$ cat src/rtl/data_mem_arbiter_if.sv
// rtl/data_mem_arbiter_if.sv - CPU/debug requester ports and memory drive bundle for data_mem_arbiter
interface data_mem_arbiter_if #(
    parameter int ADDR_W = 10,
    parameter int DATA_W = 32
);
    logic              cpu_req;
    logic              cpu_we;
    logic [ADDR_W-1:0] cpu_addr;
    logic [DATA_W-1:0] cpu_wdata;
    logic              cpu_ack;
    logic [DATA_W-1:0] cpu_rdata;

    logic              dbg_req;
    logic              dbg_we;
    logic [ADDR_W-1:0] dbg_addr;
    logic [DATA_W-1:0] dbg_wdata;
    logic              dbg_ack;
    logic [DATA_W-1:0] dbg_rdata;
    logic              dbg_burst_start;
    logic [ADDR_W:0]   dbg_burst_len;
    logic              dbg_ready;
    logic              dbg_rvalid;
    logic              dbg_burst_done;

    logic              busy;
    logic [ADDR_W-1:0] mem_address;
    logic [DATA_W-1:0] mem_data_write;
    logic              mem_write;
    logic [DATA_W-1:0] mem_data_read;

    modport slave (
        input  cpu_req, cpu_we, cpu_addr, cpu_wdata,
        output cpu_ack, cpu_rdata,
        input  dbg_req, dbg_we, dbg_addr, dbg_wdata, dbg_burst_start, dbg_burst_len, dbg_ready,
        output dbg_ack, dbg_rdata, dbg_rvalid, dbg_burst_done,
        output busy, mem_address, mem_data_write, mem_write,
        input  mem_data_read
    );

    modport master (
        output cpu_req, cpu_we, cpu_addr, cpu_wdata,
        input  cpu_ack, cpu_rdata,
        output dbg_req, dbg_we, dbg_addr, dbg_wdata, dbg_burst_start, dbg_burst_len, dbg_ready,
        input  dbg_ack, dbg_rdata, dbg_rvalid, dbg_burst_done,
        input  busy, mem_address, mem_data_write, mem_write,
        output mem_data_read
    );
endinterface

$ cat src/rtl/data_mem_arbiter.sv
// rtl/data_mem_arbiter.sv - round-robin CPU/debug data memory arbiter; DMEM_ARB_BURST_EN adds debug read bursts
module data_mem_arbiter #(
    parameter int ADDR_W = 10,
    parameter int DATA_W = 32
) (
    input  logic              clock,
    input  logic              reset,
    data_mem_arbiter_if.slave bus
);

`ifdef DMEM_ARB_BURST_EN
    typedef enum logic [2:0] {IDLE, ACCESS, ACK, BURST_RD, BURST_OUT} state_t;
`else
    typedef enum logic [1:0] {IDLE, ACCESS, ACK} state_t;
`endif

    state_t            r_state;
    logic              r_last_dbg;
    logic              r_grant_dbg;
    logic              r_grant_we;
    logic [ADDR_W-1:0] r_mem_address;
    logic [DATA_W-1:0] r_mem_data_write;
    logic              r_mem_write;
    logic              r_cpu_ack;
    logic              r_dbg_ack;
    logic [DATA_W-1:0] r_cpu_rdata;
    logic [DATA_W-1:0] r_dbg_rdata;
    logic              r_busy;
    logic              w_dbg_pend;
    logic              w_win_dbg;

`ifdef DMEM_ARB_BURST_EN
    logic [ADDR_W-1:0] r_burst_addr;
    logic [ADDR_W:0]   r_remaining;
    logic              r_rvalid;
    logic              r_done;

    assign w_dbg_pend         = bus.dbg_req | bus.dbg_burst_start;
    assign bus.dbg_rvalid     = r_rvalid;
    assign bus.dbg_burst_done = r_done;
`else
    logic w_unused;

    assign w_dbg_pend         = bus.dbg_req;
    assign w_unused           = ^{bus.dbg_burst_start, bus.dbg_ready, bus.dbg_burst_len};
    assign bus.dbg_rvalid     = 1'b0;
    assign bus.dbg_burst_done = 1'b0;
`endif

    // On a tie the requester that was not served last wins.
    assign w_win_dbg = w_dbg_pend & (~bus.cpu_req | ~r_last_dbg);

    always_ff @(posedge clock) begin
        if (reset) begin
            r_state          <= IDLE;
            r_last_dbg       <= 1'b1;
            r_grant_dbg      <= 1'b0;
            r_grant_we       <= 1'b0;
            r_mem_address    <= '0;
            r_mem_data_write <= '0;
            r_mem_write      <= 1'b0;
            r_cpu_ack        <= 1'b0;
            r_dbg_ack        <= 1'b0;
            r_cpu_rdata      <= '0;
            r_dbg_rdata      <= '0;
            r_busy           <= 1'b0;
`ifdef DMEM_ARB_BURST_EN
            r_burst_addr     <= '0;
            r_remaining      <= '0;
            r_rvalid         <= 1'b0;
            r_done           <= 1'b0;
`endif
        end else begin
            r_cpu_ack <= 1'b0;
            r_dbg_ack <= 1'b0;
`ifdef DMEM_ARB_BURST_EN
            r_done    <= 1'b0;
`endif
            case (r_state)
                IDLE: begin
                    if (bus.cpu_req | w_dbg_pend) begin
                        r_last_dbg <= w_win_dbg;
                        r_busy     <= 1'b1;
`ifdef DMEM_ARB_BURST_EN
                        if (w_win_dbg & bus.dbg_burst_start) begin
                            r_burst_addr  <= bus.dbg_addr;
                            r_remaining   <= (bus.dbg_burst_len == '0) ? {1'b1, {ADDR_W{1'b0}}}
                                                                       : bus.dbg_burst_len;
                            r_mem_address <= bus.dbg_addr;
                            r_mem_write   <= 1'b0;
                            r_state       <= BURST_RD;
                        end else
`endif
                        begin
                            r_grant_dbg      <= w_win_dbg;
                            r_grant_we       <= w_win_dbg ? bus.dbg_we : bus.cpu_we;
                            r_mem_address    <= w_win_dbg ? bus.dbg_addr : bus.cpu_addr;
                            r_mem_data_write <= w_win_dbg ? bus.dbg_wdata : bus.cpu_wdata;
                            r_mem_write      <= w_win_dbg ? bus.dbg_we : bus.cpu_we;
                            r_state          <= ACCESS;
                        end
                    end
                end
                ACCESS: begin
                    r_mem_write <= 1'b0;
                    r_state     <= ACK;
                    if (r_grant_dbg) begin
                        r_dbg_ack <= 1'b1;
                        if (!r_grant_we) r_dbg_rdata <= bus.mem_data_read;
                    end else begin
                        r_cpu_ack <= 1'b1;
                        if (!r_grant_we) r_cpu_rdata <= bus.mem_data_read;
                    end
                end
                ACK: begin
                    r_state <= IDLE;
                    r_busy  <= 1'b0;
                end
`ifdef DMEM_ARB_BURST_EN
                BURST_RD: begin
                    r_dbg_rdata <= bus.mem_data_read;
                    r_rvalid    <= 1'b1;
                    r_state     <= BURST_OUT;
                end
                BURST_OUT: begin
                    if (bus.dbg_ready) begin
                        r_rvalid     <= 1'b0;
                        r_remaining  <= r_remaining - (ADDR_W+1)'(1);
                        r_burst_addr <= r_burst_addr + ADDR_W'(1);
                        if (r_remaining == (ADDR_W+1)'(1)) begin
                            r_state <= IDLE;
                            r_busy  <= 1'b0;
                            r_done  <= 1'b1;
                        end else begin
                            r_mem_address <= r_burst_addr + ADDR_W'(1);
                            r_state       <= BURST_RD;
                        end
                    end
                end
`endif
                default: begin
                    r_state     <= IDLE;
                    r_busy      <= 1'b0;
                    r_mem_write <= 1'b0;
                end
            endcase
        end
    end

    assign bus.cpu_ack        = r_cpu_ack;
    assign bus.cpu_rdata      = r_cpu_rdata;
    assign bus.dbg_ack        = r_dbg_ack;
    assign bus.dbg_rdata      = r_dbg_rdata;
    assign bus.busy           = r_busy;
    assign bus.mem_address    = r_mem_address;
    assign bus.mem_data_write = r_mem_data_write;
    assign bus.mem_write      = r_mem_write;

endmodule

$ cat src/flat_wrapper.sv
// flat-port wrapper written by rule: the top's interface ports become plain ports
module data_mem_arbiter_flat 
#(
    parameter int ADDR_W = 10,
    parameter int DATA_W = 32
)
  (clock, reset, bus_cpu_req, bus_cpu_we, bus_cpu_addr, bus_cpu_wdata, bus_cpu_ack, bus_cpu_rdata, bus_dbg_req, bus_dbg_we, bus_dbg_addr, bus_dbg_wdata, bus_dbg_burst_start, bus_dbg_burst_len, bus_dbg_ready, bus_dbg_ack, bus_dbg_rdata, bus_dbg_rvalid, bus_dbg_burst_done, bus_busy, bus_mem_address, bus_mem_data_write, bus_mem_write, bus_mem_data_read);
  data_mem_arbiter_if #(.ADDR_W(ADDR_W), .DATA_W(DATA_W)) bus_i ();
  input  logic clock;
  input  logic reset;
  input wire logic [$bits(bus_i.cpu_req)-1:0] bus_cpu_req;
  input wire logic [$bits(bus_i.cpu_we)-1:0] bus_cpu_we;
  input wire logic [$bits(bus_i.cpu_addr)-1:0] bus_cpu_addr;
  input wire logic [$bits(bus_i.cpu_wdata)-1:0] bus_cpu_wdata;
  output wire logic [$bits(bus_i.cpu_ack)-1:0] bus_cpu_ack;
  output wire logic [$bits(bus_i.cpu_rdata)-1:0] bus_cpu_rdata;
  input wire logic [$bits(bus_i.dbg_req)-1:0] bus_dbg_req;
  input wire logic [$bits(bus_i.dbg_we)-1:0] bus_dbg_we;
  input wire logic [$bits(bus_i.dbg_addr)-1:0] bus_dbg_addr;
  input wire logic [$bits(bus_i.dbg_wdata)-1:0] bus_dbg_wdata;
  input wire logic [$bits(bus_i.dbg_burst_start)-1:0] bus_dbg_burst_start;
  input wire logic [$bits(bus_i.dbg_burst_len)-1:0] bus_dbg_burst_len;
  input wire logic [$bits(bus_i.dbg_ready)-1:0] bus_dbg_ready;
  output wire logic [$bits(bus_i.dbg_ack)-1:0] bus_dbg_ack;
  output wire logic [$bits(bus_i.dbg_rdata)-1:0] bus_dbg_rdata;
  output wire logic [$bits(bus_i.dbg_rvalid)-1:0] bus_dbg_rvalid;
  output wire logic [$bits(bus_i.dbg_burst_done)-1:0] bus_dbg_burst_done;
  output wire logic [$bits(bus_i.busy)-1:0] bus_busy;
  output wire logic [$bits(bus_i.mem_address)-1:0] bus_mem_address;
  output wire logic [$bits(bus_i.mem_data_write)-1:0] bus_mem_data_write;
  output wire logic [$bits(bus_i.mem_write)-1:0] bus_mem_write;
  input wire logic [$bits(bus_i.mem_data_read)-1:0] bus_mem_data_read;
  assign bus_i.cpu_req = bus_cpu_req;
  assign bus_i.cpu_we = bus_cpu_we;
  assign bus_i.cpu_addr = bus_cpu_addr;
  assign bus_i.cpu_wdata = bus_cpu_wdata;
  assign bus_cpu_ack = bus_i.cpu_ack;
  assign bus_cpu_rdata = bus_i.cpu_rdata;
  assign bus_i.dbg_req = bus_dbg_req;
  assign bus_i.dbg_we = bus_dbg_we;
  assign bus_i.dbg_addr = bus_dbg_addr;
  assign bus_i.dbg_wdata = bus_dbg_wdata;
  assign bus_i.dbg_burst_start = bus_dbg_burst_start;
  assign bus_i.dbg_burst_len = bus_dbg_burst_len;
  assign bus_i.dbg_ready = bus_dbg_ready;
  assign bus_dbg_ack = bus_i.dbg_ack;
  assign bus_dbg_rdata = bus_i.dbg_rdata;
  assign bus_dbg_rvalid = bus_i.dbg_rvalid;
  assign bus_dbg_burst_done = bus_i.dbg_burst_done;
  assign bus_busy = bus_i.busy;
  assign bus_mem_address = bus_i.mem_address;
  assign bus_mem_data_write = bus_i.mem_data_write;
  assign bus_mem_write = bus_i.mem_write;
  assign bus_i.mem_data_read = bus_mem_data_read;
  data_mem_arbiter #(.ADDR_W(ADDR_W), .DATA_W(DATA_W)) u_core (.clock(clock), .reset(reset), .bus(bus_i));
endmodule
$ cat config.mk
export PLATFORM = sky130hd
export DESIGN_NAME = data_mem_arbiter_flat
export DESIGN_NICKNAME = d
export VERILOG_FILES = /design/src/rtl/data_mem_arbiter_if.sv /design/src/rtl/data_mem_arbiter.sv /design/src/flat_wrapper.sv
export SDC_FILE = /design/constraint.sdc
export NUM_CORES = 1
export LEC_CHECK = 0
export CAP_MARGIN = 15
export CORE_MARGIN = 8
export CORE_UTILIZATION = 42
export CTS_CLUSTER_SIZE = 24
export DETAILED_ROUTE_END_ITERATION = 10
export GPL_ROUTABILITY_DRIVEN = 0
export PLACE_DENSITY_LB_ADDON = 0.2
export SLEW_MARGIN = 15
export SYNTH_ARGS = -nofsm -noshare
export SYNTH_HDL_FRONTEND = slang
export SYNTH_SLANG_ARGS = --single-unit
$ cat constraint.sdc
create_clock -name clock -period 3.2 [get_ports clock]
set_input_delay 0.64 -clock clock [delete_from_list [all_inputs] [get_ports clock]]
set_output_delay 0.64 -clock clock [all_outputs]
set_load 0.03 [all_outputs]
==> run summary <==
Status
- status: complete, no violations

Clock network
- Max clock buf depth: 2
- # clock sinks: 115
- Post CTS Setup Buffer Count: 0
- total of cells resized after clock tree synthesis: 0
- Clock transition at path regs: 60 ps
- Clock Root Buffer: sky130_fd_sc_hd__clkbuf_8
- cts hold-fix bufs: 0
- deepest level of the CTS H-tree: 4
- number of buffers inserted during clock tree synthesis: 17
- clock tree from TritonCTS: built
- Clock Latency Late Sink: 500 ps

Synth
- synthesis-stage register bit count: 115
- sequential area share after synthesis: 51.3%
- number of synthesized flops with an enable pin: 0
- synth warn: 0
- Distinct cells, synth: 29
- mean instance size in the synthesized netlist: 8.01 um^2
- proportion of register bits with asynchronous set or reset after synthesis: 0%
- prevailing post-synth register cell: sky130_fd_sc_hd__dfxtp_1
- most repeated cell in the gate-level netlist after synthesis: sky130_fd_sc_hd__nand2_1
- leading post-synthesis cells by instance count: sky130_fd_sc_hd__nand2_1, sky130_fd_sc_hd__dfxtp_1, sky130_fd_sc_hd__a21oi_1
- Post-Syn Instances: 560
- area share of the leading cell type in the synthesized netlist: 51.3%
- top cells by area in the synthesized netlist: sky130_fd_sc_hd__dfxtp_1, sky130_fd_sc_hd__nand2_1, sky130_fd_sc_hd__a21oi_1, sky130_fd_sc_hd__a311oi_1, sky130_fd_sc_hd__buf_2
- Syn Std Cell Area: 4490 um^2
- dominant cell type by area after synthesis: sky130_fd_sc_hd__dfxtp_1

Worst setup path
- kind of start point of the critical path: flop
- critical-path cell with the highest stage delay: sky130_fd_sc_hd__clkdlybuf4s50_1
- cells along the critical path: clkdlybuf4s50_1
- arrival time of data at the critical path endpoint: 1570 ps
- Critical Path Sink Type: output port
- worst path required time: 2560 ps
- kind of critical path: reg2out
- buffers plus inverters on the worst setup path: 1
- CP max stage delay: 700 ps
- highest net fanout along the worst path: 2
- CP top delay family: buffers and inverters

Global route
- wire length of the first global-routing pass: 25,300 um
- via count of the first global-routing pass: 4,944
- Total GRT Usage: 21.8%
- number of antenna violations at the first check in global routing: 0
- gr ovfl total: 0
- pin count of the biggest net entering global routing: 58

Floorplanning
- die height: 119 um
- count of pins on the block boundary: 247
- total core area: 10,400 um^2
- width of the die: 119 um
- die area: 14,200 um^2
- num rows: 37
- starting utilization of the core area: 43.3%

Detailed routing
- post-detailed-route DRC marker count: 0
- Total Wirelength: 15,800 um
- Detailed Route Iter0 Violations: 376
- via count of the routed design: 4,783
- number of detailed-routing iterations run before antenna repair: 5
- number of nets with antenna violations after detailed routing: 0
- Vias/cell: 5.22
- average wire per standard cell: 17.3 um

STA
- Setup-failing EPs final: 0
- final-layout setup total negative slack: 0 ps
- crit share post-route: 69.2%
- final count of pins violating max slew: 0
- minimum clock period: 2210 ps
- measured slew at the worst slew-check pin: 1180 ps
- setup repair after global routing missed its margin: false
- Worst Clk Skew: 8.89 ps
- Worst slew margin: 21.4%
- final hold vios: 0
- Setup WS post-layout: 986 ps
- Fmax: 0.452 GHz

Placed design
- worst setup slack after placement: 727 ps
- DPL Wire Length: 11,500 um
- total instance count after detailed placement: 884
- input/output buffers: 231

Final layout
- final non-filler cell total: 916
- total area of multi-input combinational cells: 1950 um^2
- register area: 2300 um^2
- Area growth, synth to finish: 65.1%
- diodes inserted: 0
- share of the core filled with cells: 71.5%
- proportion of layout cells with a drive suffix above 1: 6.54%
- final layout net count: 902
- number of fillers in the final layout: 807

Pwr
- power consumption: 4260 uW
- Cell Pwr Density: 576 nW/um^2
- worst-case vdd ir drop: 0.000324 V
- Leak Pwr: 0.00269 uW

Min path
- classification of the worst-slack hold path: reg2reg

Run
- number of maximum-capacitance violations: 0

[metal layers]
metal	track usage, %	vias to the layer above	wire (um)
li1	-	2312	-
met1	23.2	2239	6200
met2	37.0	218	7750
met3	11.3	14	1680
met4	6.32	0	166
met5	0	-	0
[power breakdown]
part           leakage (uW)  internal, uW  switching [uW]
logic               0.00147           403             489
clock network      0.000276          1120             650
registers          0.000942          1540            65.7
[stage by stage]
stage | hold slack [ps] | cell area, um^2
after global placement | 442 | 6840
after floorplan | 465 | 4490
final | 452 | 7410
after CTS | 453 | 7410
after detailed placement | 445 | 6840
after global routing | 477 | 7410
[layout by cell type (no fill, tap or decap), types with 3 or more instances in the layout]
cell and count:
sky130_fd_sc_hd__a21oi_1 110, sky130_fd_sc_hd__a311oi_1 42, sky130_fd_sc_hd__buf_4 10, sky130_fd_sc_hd__clkbuf_16 16, sky130_fd_sc_hd__clkdlybuf4s50_1 230, sky130_fd_sc_hd__clkinv_2 6
sky130_fd_sc_hd__clkinv_4 3, sky130_fd_sc_hd__clkinvlp_4 3, sky130_fd_sc_hd__dfxtp_1 115, sky130_fd_sc_hd__nand2_1 214, sky130_fd_sc_hd__nor2_1 3
[worst paths after layout]
kind	from	end	slack, ps	depth (start not counted)
worst min register to register	u_core.bus.cpu_rdata[4]	u_core.bus.cpu_rdata[4]	450	2
worst max-delay path	u_core.bus.mem_data_write[13]	bus_mem_data_write[13]	990	1
worst min-delay path	u_core.bus.cpu_rdata[4]	u_core.bus.cpu_rdata[4]	450	2
worst max register to register	u_core.r_state[1]	u_core.bus.cpu_rdata[16]	1140	3
[kinds of logic (layout without fill, tap and decap cells)]
| kind of cell | after synthesis | after routing | synth area share (%) |
|---|---|---|---|
| simple gates | 229 | 229 | 20.4 |
| compound gates | 159 | 159 | 21.8 |
| flops | 115 | 115 | 51.3 |
| buf+inv | 55 | 274 | 6.27 |
| other cells | 1 | 2 | 0.0836 |
| mux | 1 | 1 | 0.223 |
[area by class of cell]
type | instances | area share [%]
well taps | 136 | 2.30
multi-input cells | 391 | 26.4
clock buffers | 18 | 5.78
flip-flops and latches | 115 | 31.1
clock inverters | 14 | 1.87
repair buffers | 242 | 32.6
[sequential cells by signal (all words and copies together), names as in the netlist]
name / count
u_core.r_last_dbg: 1
u_core.bus.mem_address: 10
u_core.r_grant_dbg: 1
u_core.bus.cpu_ack: 1
u_core.bus.dbg_rdata: 32
u_core.bus.mem_write: 1
u_core.r_grant_we: 1
u_core.bus.busy: 1
u_core.bus.dbg_ack: 1
u_core.bus.cpu_rdata: 32
u_core.r_state: 2
u_core.bus.mem_data_write: 32
Power figures use the tool's default switching activity.
